<file path="config.mk">
export PLATFORM = sky130hd
export DESIGN_NAME = ddr3_req_arbiter
export DESIGN_NICKNAME = d
export VERILOG_FILES = /design/src/rtl/ddr3_req_arbiter_pkg.sv /design/src/rtl/ddr3_req_arbiter.sv
export SDC_FILE = /design/constraint.sdc
export NUM_CORES = 1
export LEC_CHECK = 0
export ABC_AREA = 1
export CAP_MARGIN = 20
export CORE_MARGIN = 3
export CORE_UTILIZATION = 43
export CTS_BUF_LIST = sky130_fd_sc_hd__clkbuf_4 sky130_fd_sc_hd__clkbuf_8 sky130_fd_sc_hd__clkbuf_16
export CTS_CLUSTER_DIAMETER = 50
export DETAILED_ROUTE_END_ITERATION = 8
export GPL_ROUTABILITY_DRIVEN = 0
export PLACE_DENSITY = 0.87
export SYNTH_ARGS = -nofsm -noshare
export SYNTH_HDL_FRONTEND = slang
export SYNTH_SLANG_ARGS = --single-unit
</file>
<file path="constraint.sdc">
create_clock -name clock -period 4 [get_ports clock]
set_clock_uncertainty 0.05 [all_clocks]
set_input_delay 1.2 -clock clock [delete_from_list [all_inputs] [get_ports clock]]
set_output_delay 1.2 -clock clock [all_outputs]
set_load 0.05 [all_outputs]
</file>
<file path="src/rtl/ddr3_req_arbiter_pkg.sv">
// Shared definitions for the DDR3 request arbiter.
// Command direction encodings and arbiter lock states.
package ddr3_req_arbiter_pkg;

    localparam logic CMD_RD = 1'b1;
    localparam logic CMD_WR = 1'b0;

    typedef enum logic [1:0] {
        ST_IDLE    = 2'd0,
        ST_RD_LOCK = 2'd1,
        ST_WR_LOCK = 2'd2
    } arb_state_e;

    function automatic logic [7:0] sat_inc8(input logic [7:0] v);
        return (v == 8'hFF) ? v : v + 8'd1;
    endfunction

endpackage

</file>
<file path="src/rtl/ddr3_req_arbiter.sv">
// Merges AXI write/read request ports into one registered DDR3 command
// stream; read-preferred with sequence locking and write-starvation bound.
module ddr3_req_arbiter
    import ddr3_req_arbiter_pkg::*;
#(
    parameter int ADDRS        = 32,
    parameter int MEM_ID_WIDTH = 4,
    parameter int STARVE_LIMIT = 8
) (
    input  logic                    clock,
    input  logic                    reset,
    input  logic                    wr_req_i,
    output logic                    wr_ack_o,
    input  logic                    wr_lst_i,
    input  logic [MEM_ID_WIDTH-1:0] wr_tid_i,
    input  logic [ADDRS-1:0]        wr_adr_i,
    input  logic                    rd_req_i,
    output logic                    rd_ack_o,
    input  logic                    rd_lst_i,
    input  logic [MEM_ID_WIDTH-1:0] rd_tid_i,
    input  logic [ADDRS-1:0]        rd_adr_i,
    output logic                    ctl_req_o,
    input  logic                    ctl_ack_i,
    output logic                    ctl_rdwr_o,
    output logic                    ctl_lst_o,
    output logic [MEM_ID_WIDTH-1:0] ctl_tid_o,
    output logic [ADDRS-1:0]        ctl_adr_o
);

    arb_state_e              state_q, state_d;
    logic [7:0]              starve_q, starve_d;
    logic                    ctl_req_q, ctl_rdwr_q, ctl_lst_q;
    logic [MEM_ID_WIDTH-1:0] ctl_tid_q;
    logic [ADDRS-1:0]        ctl_adr_q;

    logic slot_free, wr_wins, grant_rd, grant_wr;

    assign slot_free = ~ctl_req_q | ctl_ack_i;
    assign wr_wins   = starve_q >= 8'(STARVE_LIMIT);

    always_comb begin
        grant_rd = 1'b0;
        grant_wr = 1'b0;
        unique case (state_q)
            ST_RD_LOCK: grant_rd = rd_req_i;
            ST_WR_LOCK: grant_wr = wr_req_i;
            default: begin
                grant_rd = rd_req_i & (~wr_req_i | ~wr_wins);
                grant_wr = wr_req_i & (~rd_req_i | wr_wins);
            end
        endcase
    end

    assign rd_ack_o = ~reset & slot_free & grant_rd;
    assign wr_ack_o = ~reset & slot_free & grant_wr;

    always_comb begin
        state_d  = state_q;
        starve_d = starve_q;
        if (rd_ack_o) begin
            state_d = rd_lst_i ? ST_IDLE : ST_RD_LOCK;
            if (wr_req_i)
                starve_d = sat_inc8(starve_q);
        end else if (wr_ack_o) begin
            state_d  = wr_lst_i ? ST_IDLE : ST_WR_LOCK;
            starve_d = 8'd0;
        end
    end

    always_ff @(posedge clock) begin
        if (reset) begin
            state_q    <= ST_IDLE;
            starve_q   <= 8'd0;
            ctl_req_q  <= 1'b0;
            ctl_rdwr_q <= 1'b0;
            ctl_lst_q  <= 1'b0;
            ctl_tid_q  <= '0;
            ctl_adr_q  <= '0;
        end else begin
            state_q  <= state_d;
            starve_q <= starve_d;
            if (rd_ack_o) begin
                ctl_req_q  <= 1'b1;
                ctl_rdwr_q <= CMD_RD;
                ctl_lst_q  <= rd_lst_i;
                ctl_tid_q  <= rd_tid_i;
                ctl_adr_q  <= rd_adr_i;
            end else if (wr_ack_o) begin
                ctl_req_q  <= 1'b1;
                ctl_rdwr_q <= CMD_WR;
                ctl_lst_q  <= wr_lst_i;
                ctl_tid_q  <= wr_tid_i;
                ctl_adr_q  <= wr_adr_i;
            end else if (ctl_ack_i) begin
                // Payload is left as-is; only valid drops once consumed.
                ctl_req_q <= 1'b0;
            end
        end
    end

    assign ctl_req_o  = ctl_req_q;
    assign ctl_rdwr_o = ctl_rdwr_q;
    assign ctl_lst_o  = ctl_lst_q;
    assign ctl_tid_o  = ctl_tid_q;
    assign ctl_adr_o  = ctl_adr_q;

endmodule

</file>
==> flow_metrics.py <==
metrics = {
    "floorplan": {
        "rows": 26,
        "die-area_um2": 6430,
        "core_area_um2": 5200,
        "die_h_um": 80.2,
        "io_pins": 120,
        "chipWidth_um": 80.2,
        "start_util_pct": 45.4,
    },
    "clock_tree": {
        "clockBufferDepth": 2,
        "cts_inserted_buffers": 5,
        "root_buffer": "clkbuf_8",
        "post_cts_buffers": 0,
        "cts.reportedPaths.clkPinSlew_ns": 0.08,
        "clkLatencyLatePin_ns": 0.30,
        "cts_tree": "done",
        "cts_hold_buf": 0,
        "post_cts_resize_count": 0,
        "clock-sinks": 49,
        "cts_max_level": 2,
    },
    "sta": {
        "setup_tns_ns": 0,
        "final_hold_viol_count": 0,
        "setup_viol": 0,
        "tightest_slew_ns": 0.535,
        "whs_ns": 0.427,
        "period_needed_ns": 3.59,
        "maxSlewHeadroom_pct": 64.2,
        "clock.fmax_mhz": 278,
        "post-route-period-util_pct": 89.8,
        "drv_slew": 0,
        "rsz0062_at_grt": "no",
    },
    "yosys": {
        "yosysWarnings": 0,
        "synth_area_um2": 2360,
        "ys_seq_elements": 49,
        "syn_area_per_cell_um2": 7.14,
        "synthCells": 331,
        "ys_seq_area_share_pct": 41.5,
        "synth_nets": 414,
        "synth_cell_types": 29,
    },
    "finish": {
        "area_growth_pct": 55.1,
        "drive_above_1_share_pct": 5.88,
        "final_util_pct": 70.5,
        "diodes": 0,
        "post-route-cell-area_um2": 3670,
        "register_area_um2": 981,
        "n_fill_cell": 455,
        "multi_input_area_um2": 1190,
        "nets": 525,
    },
    "worst_setup_path": {
        "rr_worst_depth": 10,
        "crit_family": "buffers and inverters",
        "start_kind": "primary input",
        "crit_path_end_kind": "primary output",
        "cp.required_ns": 2.75,
        "crit_path_top_delay_cell": "clkdlybuf4s50_1",
        "crit_type": "in2out",
        "critical_path_buf_inv_count": 4,
        "crit_cells": 8,
        "crit_chain": "clkdlybuf4s50_1 > inv_1 > nand2_1 > nand2_2 > nor2_2 > nand2_2 > inv_1 > buf_12",
        "worstPathArrival_ns": 2.34,
        "cp_max_fo": 3,
        "cp_slowest_stage_delay_ns": 0.46,
    },
    "power_and_ir_drop": {
        "worst_ir_drop_vdd_mv": 0.223,
        "p_leak_nw": 1.37,
        "p_per_area_nw_per_um2": 350,
        "sw_frac_of_total_pct": 34.6,
        "combPwrFrac_pct": 33.8,
        "pwr-share-clk_pct": 23.4,
        "p_sw_mw": 0.444,
        "seqPwrFrac_pct": 42.8,
        "p_int_mw": 0.838,
    },
    "routing": {
        "drt_iter0_drc": 148,
        "via_per_inst": 5.13,
        "drc": 0,
        "routed_wl_um": 6990,
        "drtAntennaViolNets": 0,
        "vias": 2628,
        "wl_per_cell_um": 13.7,
        "drt-pass1-iter-count": 4,
    },
    "grt": {
        "grt_pass1_vias": 2549,
        "overflow": 0,
        "grt_pass1_wl_um": 11200,
        "grt_max_degree": 50,
        "track_usage_pct": 21.7,
        "antenna_found_initial": 0,
    },
    "hold_path": {
        "hold_depth": 2,
        "hold_class": "reg2reg",
    },
    "placed_design": {
        "place_area_um2": 3580,
        "dpl.hpwl_um": 4850,
        "port_buffers": 119,
    },
    "run_status": {
        "status": "finished, final reports clean",
    },
    "run": {
        "maxCapViolCount": 0,
    },
}
## stage by stage
stage | setup WS, ns | cells | power [mW]
after floorplan | 0.718 | 331 | 0.814
after global placement | 0.443 | 505 | 0.988
after detailed placement | 0.420 | 505 | 0.994
after CTS | 0.408 | 512 | 1.29
after global routing | 0.341 | 512 | 1.34
final | 0.409 | 512 | 1.28
## flip-flops by register name, indices dropped and copies added, names as in the netlist
signal      count
ctl_adr_o      32
ctl_tid_o       4
starve_q        8
ctl_req_o       1
ctl_lst_o       1
ctl_rdwr_o      1
state_q         2
## power groups by stage
stage	clock, mW	combinational (mW)	sequential (mW)
5_1_grt	0.323	0.463	0.554
3_3_place_gp	0	0.431	0.558
2_1_floorplan	0	0.120	0.694
3_5_place_dp	0	0.435	0.560
6_report	0.300	0.433	0.549
4_1_cts	0.307	0.437	0.549
## path summary, 6_finish.rpt
path                 start             to  slack, ns
max              ctl_ack_i       wr_ack_o       0.41
min          ctl_adr_o[24]  ctl_adr_o[24]       0.43
max reg2reg     state_q[0]    starve_q[1]       1.44
min reg2reg  ctl_adr_o[24]  ctl_adr_o[24]       0.43
## routing by layer
metal | track usage (%) | routed length, µm | up-vias
li1 | - | - | 1320
met1 | 24.7 | 2820 | 1203
met2 | 38.1 | 3470 | 96
met3 | 7.17 | 600 | 9
met4 | 6.93 | 106 | 0
met5 | 0 | 0 | -
## cell usage after synthesis, drive strengths merged
cell type / instances / area [µm²]
or2: 1 / 6.26
nand3: 14 / 80.1
clkbuf: 5 / 20.0
nand3b: 1 / 7.51
ha: 4 / 50.1
dfxtp: 49 / 981
inv: 17 / 66.3
a21oi: 45 / 225
nand4: 1 / 6.26
nor3: 1 / 5.00
o21ai: 75 / 375
buf: 15 / 104
clkinv: 1 / 5.00
nor2: 21 / 88.8
nand2: 77 / 312
xor2: 2 / 17.5
o21bai: 2 / 15.0
## placed cells by master (no fill, tap or decap), types with 2 or more instances in the layout
| master | n |
|---|---|
| nand2_2 | 3 |
| buf_4 | 5 |
| xor2_1 | 2 |
| buf_12 | 2 |
| nand2_1 | 72 |
| ha_1 | 4 |
| a21oi_1 | 45 |
| clkbuf_8 | 6 |
| o21ai_0 | 58 |
| nor2_1 | 19 |
| nand3_2 | 2 |
| nand2_4 | 2 |
| clkdlybuf4s50_1 | 117 |
| dfxtp_1 | 49 |
| nand3_1 | 12 |
| inv_1 | 15 |
| o21ai_1 | 17 |
| o21bai_1 | 2 |
## layout make-up
type	count	share of cell area, %
clock buffers	6	2.25
clock inverters	1	0.205
inverters	18	1.94
multi-input cells	244	32.4
flip-flops and latches	49	26.7
well taps	70	2.39
repair buffers	124	34.0
## worst register-to-register path: stages (launching register included)
cell and delay, ns:
dfxtp_1 0.36, inv_1 0.06, ha_1 0.32, o21ai_1 0.25, nor2_4 0.08, nand2_4 0.08, buf_4 0.40, nand2_4 0.37
nand2_1 0.33, nand2_1 0.08, a21oi_1 0.13
## cells by family after synthesis
kind of cell / count (synthesis) / synth area share, %
and+or+nand+nor: 116 / 21.4
xor gates and xnor gates: 2 / 0.741
DFF: 49 / 41.5
buffers and inverters: 38 / 8.25
adders and majority gates: 4 / 2.12
AOI/OAI and AO/OA: 122 / 26.0
(Power assumes the default switching activity.)
